### src/rtl/hazard_stall_ctrl.sv
// Pipeline sequencer for the 5-stage core: generates stage enables/flushes and
// the PC select from load-use, branch-redirect and data-memory-wait conditions.
module hazard_stall_ctrl #(
  parameter int ASIZE       = 4,
  parameter int MEM_TIMEOUT = 64,
  parameter int CNT_W       = 16
) (
  input  logic             clk,
  input  logic             rst,
  input  logic [ASIZE-1:0] id_rs_addr,
  input  logic [ASIZE-1:0] id_rt_addr,
  input  logic             id_rs_used,
  input  logic             id_rt_used,
  input  logic             idex_mem_read,
  input  logic             idex_wen,
  input  logic [ASIZE-1:0] idex_waddr,
  input  logic             exe_branch_taken,
  input  logic             mem_busy,
  output logic             pc_en,
  output logic             pc_sel,
  output logic             ifid_en,
  output logic             ifid_flush,
  output logic             idex_en,
  output logic             idex_flush,
  output logic             exmem_en,
  output logic             memwb_bubble,
  output logic             err,
  output logic [1:0]       state,
  output logic [CNT_W-1:0] stall_cycles
);

  localparam int WCW = (MEM_TIMEOUT > 1) ? $clog2(MEM_TIMEOUT) : 1;
  localparam logic [WCW-1:0] WAIT_LAST = (MEM_TIMEOUT > 0) ? WCW'(MEM_TIMEOUT - 1) : '0;

  typedef enum logic [1:0] {
    RUN   = 2'd0,
    MWAIT = 2'd1,
    ERR   = 2'd2
  } state_t;

  state_t           state_r;
  state_t           nxt_state_s;
  logic [WCW-1:0]   wait_cnt_r;
  logic [WCW-1:0]   nxt_wait_s;
  logic [CNT_W-1:0] stall_cnt_r;
  logic             lu_hazard_s;
  logic             timeout_hit_s;

  // Load in EXE whose destination is a live source of the ID instruction; r0 never hazards.
  always_comb begin
    lu_hazard_s = idex_mem_read & idex_wen & (idex_waddr != '0) &
                  ((id_rs_used & (id_rs_addr == idex_waddr)) |
                   (id_rt_used & (id_rt_addr == idex_waddr)));
  end

  // Last permitted busy cycle; a zero timeout never fires.
  always_comb begin
    timeout_hit_s = (MEM_TIMEOUT != 0) && (wait_cnt_r == WAIT_LAST);
  end

  // Next-state and Mealy outputs; memory wait outranks branch, branch outranks load-use.
  always_comb begin
    pc_en        = 1'b0;
    pc_sel       = 1'b0;
    ifid_en      = 1'b0;
    ifid_flush   = 1'b0;
    idex_en      = 1'b0;
    idex_flush   = 1'b0;
    exmem_en     = 1'b0;
    memwb_bubble = 1'b0;
    err          = 1'b0;
    nxt_state_s  = state_r;
    nxt_wait_s   = wait_cnt_r;
    if (rst) begin
      nxt_state_s = RUN;
      nxt_wait_s  = '0;
    end else begin
      case (state_r)
        ERR: begin
          memwb_bubble = 1'b1;
          err          = 1'b1;
        end
        RUN, MWAIT: begin
          if (mem_busy) begin
            memwb_bubble = 1'b1;
            nxt_state_s  = timeout_hit_s ? ERR : MWAIT;
            nxt_wait_s   = (wait_cnt_r == '1) ? wait_cnt_r : wait_cnt_r + WCW'(1);
          end else begin
            nxt_state_s = RUN;
            nxt_wait_s  = '0;
            if (exe_branch_taken) begin
              pc_en      = 1'b1;
              pc_sel     = 1'b1;
              ifid_en    = 1'b1;
              ifid_flush = 1'b1;
              idex_en    = 1'b1;
              idex_flush = 1'b1;
              exmem_en   = 1'b1;
            end else if (lu_hazard_s) begin
              idex_en    = 1'b1;
              idex_flush = 1'b1;
              exmem_en   = 1'b1;
            end else begin
              pc_en    = 1'b1;
              ifid_en  = 1'b1;
              idex_en  = 1'b1;
              exmem_en = 1'b1;
            end
          end
        end
        default: begin
          nxt_state_s = RUN;
          nxt_wait_s  = '0;
        end
      endcase
    end
  end

  // State, wait counter and saturating stall counter.
  always_ff @(posedge clk) begin
    if (rst) begin
      state_r     <= RUN;
      wait_cnt_r  <= '0;
      stall_cnt_r <= '0;
    end else begin
      state_r    <= nxt_state_s;
      wait_cnt_r <= nxt_wait_s;
      if (!pc_en && (state_r != ERR) && (stall_cnt_r != '1)) begin
        stall_cnt_r <= stall_cnt_r + CNT_W'(1);
      end else begin
        stall_cnt_r <= stall_cnt_r;
      end
    end
  end

  assign state        = state_r;
  assign stall_cycles = stall_cnt_r;

endmodule

### config.mk
export PLATFORM = sky130hd
export DESIGN_NAME = hazard_stall_ctrl
export DESIGN_NICKNAME = d
export VERILOG_FILES = /design/src/rtl/hazard_stall_ctrl.sv
export SDC_FILE = /design/constraint.sdc
export NUM_CORES = 1
export LEC_CHECK = 0
export ABC_AREA = 1
export ABC_CLOCK_PERIOD_IN_PS = 2300
export BUFFER_PORTS_ARGS = -buffer_cell sky130_fd_sc_hd__buf_2
export CORE_UTILIZATION = 50
export CTS_CLUSTER_DIAMETER = 40
export CTS_CLUSTER_SIZE = 24
export DETAILED_ROUTE_END_ITERATION = 10
export GPL_ROUTABILITY_DRIVEN = 0
export PLACE_DENSITY = 0.8
export SYNTH_ARGS = -nofsm -noshare
export SYNTH_HDL_FRONTEND = slang
export SYNTH_SLANG_ARGS = --single-unit
export TNS_END_PERCENT = 10
### constraint.sdc
create_clock -name clk -period 2.3 [get_ports clk]
set_clock_uncertainty 0.15 [all_clocks]
set_input_delay 0.23 -clock clk [delete_from_list [all_inputs] [get_ports clk]]
set_output_delay 0.23 -clock clk [all_outputs]
set_load 0.1 [all_outputs]
==> run summary <==
Synthesis handed over a netlist of 242 instances. The residual overflow from global routing is 0. STA classifies the critical path endpoint as an output pin. Counting the buffers created by CTS gives 3. Power spread over the standard cell area amounts to 451 nW/µm². STA classifies the critical path startpoint as a flop. During synthesis, Yosys emitted a total of 0 warnings. The floorplan step defined a die boundary enclosing approximately 3400 µm². In the final layout, flip-flops and latches occupy about 480 µm². The run finished with clean final reports. The first TritonRoute pass finished after 4 iterations. The synthesized design contains 24 register bits. At the end of the flow the core is filled with cells to 0.640. The achievable clock frequency came out at ~470 MHz. The global-route total usage across every layer came out at 0.227. Walking the worst path, the cells encountered are inv_1 -> or2_1 -> buf_4 -> nor2_2 -> buf_2. The worst-margin pin slew is 492 ps.

The clock sink count is 24. The number of fill cells in the layout came out at approximately 280. The count of nets left with antenna violations once routing finished came out at 0. The leakage power summed over all cells came out at 0.881 nW. The initial core utilization came out at 0.526. The share of synthesized area occupied by flip-flops and latches is 0.302.

The count of H-tree levels built during CTS came out at 1. The number of standard-cell rows in the floorplan is 20. The multi-input combinational cells in the finished layout cover a total of 955 µm². The routed length per placed instance is 10.6 µm. The fraction of the cycle the final worst path needs is 0.920. Counting both buffers and inverters, the worst setup path holds a total of 3. Across the run, the number of max-cap violations was 0. The final max-slew violation count came out at 0. The number of vias in the routed layout came out at between 1,500 and 2,000. The largest net degree at the start of global routing is 19. The initial DRC count is between 80 and 90. The delay of the slowest critical-path stage is roughly 420 ps.

Setup repair after global routing left no endpoint under its margin. The signed area change from the synthesized netlist to the final layout is 21.6%. The ratio of routed vias to standard cells came out at around 5.0. Once the clock tree was built, the setup fixing pass inserted 0 buffers.

The final setup violation count is 0. The worst hold slack is slightly below 70 ps. The vertical die dimension came out at between 50 and 60 µm. The classification of the worst-slack hold path is primary input to flop. The post-synth net total came out at approximately 260. The clock slew seen by the registers of the worst setup and hold paths is about 130 ps. Summing internal, switching and leakage power gives about 0.87 mW. The count of placed standard cells in the final layout, fillers left out came out at 330. The total standard cell area after synthesis is 1590 µm². TritonCTS built the clock tree. The largest vdd supply drop came out at around 0.00028 V. The number of top-level design ports came out at 47.

The share of final-layout standard cells stronger than drive strength 1 is 0.266. The latest clock arrival within the worst-skew pair came out at around 310 ps. Measured against its own limit, the worst slew margin works out to 0.674.

The area of the placeable core is about 3000 µm². Buffers placed on the I/O ports in this run total 46. The maximum clock insertion buffer count is 2.

The count of cells resized by post-cts repair came out at 0. The count of antenna diodes in the layout is 0. CTS placed an instance of clkbuf_4 at the clock tree root. The first-pass GRT wire length came out at a little over 6 mm. The number of placed instances with taps included is between 300 and 400. Detailed placement finished with a half-perimeter wire length of roughly 2.7 mm. The die width is about 60 µm. The number of global-route vias before repair came out at 1,464. The number of remaining DRC errors is 0.

The final layout contains ~310 nets. The initial antenna violation count is 0. The number of hold violations in the final report came out at 0. The routed design has 3.49 mm of wire. The type of the worst setup path is flop to output pin. Data on the critical path arrives at its endpoint at 1740 ps. The post-route minimum period is 2120 ps. The worst path required time came out at 1920 ps.

The average footprint of a synthesized cell came out at roughly 6.6 µm². The critical-path maximum fanout came out at 17. The number of hold buffers added after CTS was 0. The count of different cell masters after synthesis is 26.

The slowest library cell on the worst path is buf_2. Among cell families on the critical path, the largest total delay comes from buffers and inverters.
-- worst paths after layout --
| kind | depth (start not counted) | endpoint | slack, ps | from |
|---|---|---|---|---|
| setup reg to reg | 9 | stall_cycles[10] | 320 | stall_cycles[0] |
| hold reg to reg | 2 | stall_cycles[3] | 360 | stall_cycles[3] |
| hold / removal | 3 | state[0] | 70 | mem_busy |
| setup / recovery | 5 | err | 180 | state[1] |
-- cell usage in the layout (no fill, tap or decap), types with 3 or more instances in the layout --
cell / count
buf_4: 4
a21oi_1: 8
inv_1: 28
a31oi_1: 3
a21oi_2: 7
xor2_1: 9
dfxtp_1: 23
nand3_1: 13
nand2_1: 61
buf_2: 45
inv_2: 5
nor2_1: 29
xnor2_1: 6
nand4_1: 15
clkbuf_4: 3
nor3_1: 8
-- power by group --
group	switching (mW)	total (mW)	internal, mW
Sequential	0.00892	0.432	0.423
Combinational	0.164	0.219	0.0545
Clock	0.126	0.223	0.0968
Total	0.300	0.874	0.575
-- logic make-up after synthesis --
logic type | synth area share
and+or+nand+nor | 0.382
buffers and inverters | 0.121
xor gates and xnor gates | 0.0825
adders and majority gates | 0.0157
DFF | 0.302
AOI/OAI and AO/OA | 0.0974
-- cells in the mapped netlist, drive strengths merged --
cell / number / area, µm²
inv: 34 / 128
nor4: 1 / 6.26
nor3: 10 / 60.1
dfxtp: 24 / 480
xor2: 9 / 78.8
nand3: 14 / 75.1
a21oi: 15 / 101
o21bai: 1 / 11.3
nor2: 31 / 116
buf: 7 / 53.8
ha: 2 / 25.0
nand2: 61 / 229
or2: 1 / 6.26
a31oi: 3 / 18.8
clkbuf: 3 / 11.3
xnor2: 6 / 52.6
o21ai: 3 / 15.0
a22o: 1 / 8.76
nand4: 16 / 115
-- sequential cells by signal, summed over array words and instances (netlist names) --
name and cells:
stall_cycles 16, state 2, wait_cnt_r 6
-- worst register-to-register path: stages, from the launching register on --
cell and delay [ps]:
dfxtp_1 420, ha_1 220, nand2_1 100, nor2_1 100
nand3_1 120, nor3_2 140, nand3_2 180, nand4_4 260
nand2_1 90, a21oi_1 140
-- final cells by class --
class	count	share of cell area
timing repair buffer	50	0.142
multi-input combinational	174	0.493
clock buffer	4	0.0187
inverter	34	0.0678
sequential	24	0.250
tap	44	0.0284
-- metrics by stage --
| stage | setup TNS (ps) | instance area [µm²] | worst slack [ps] |
|---|---|---|---|
| detailed placement | 0 | 1900 | 372 |
| global route | 0 | 1940 | 78.7 |
| CTS | 0 | 1940 | 179 |
| global placement | 0 | 1900 | 431 |
| floorplan | -11160 | 1650 | -606 |
| finish | 0 | 1940 | 185 |
-- per-layer routing --
metal	track usage	part of all wire	up-vias
met2	0.383	0.47	46
met3	0.0220	0.046	4
met5	0	0	-
li1	-	-	868
met1	0.301	0.47	722
met4	0.0850	0.0097	0
Power figures use the tool's default switching activity.
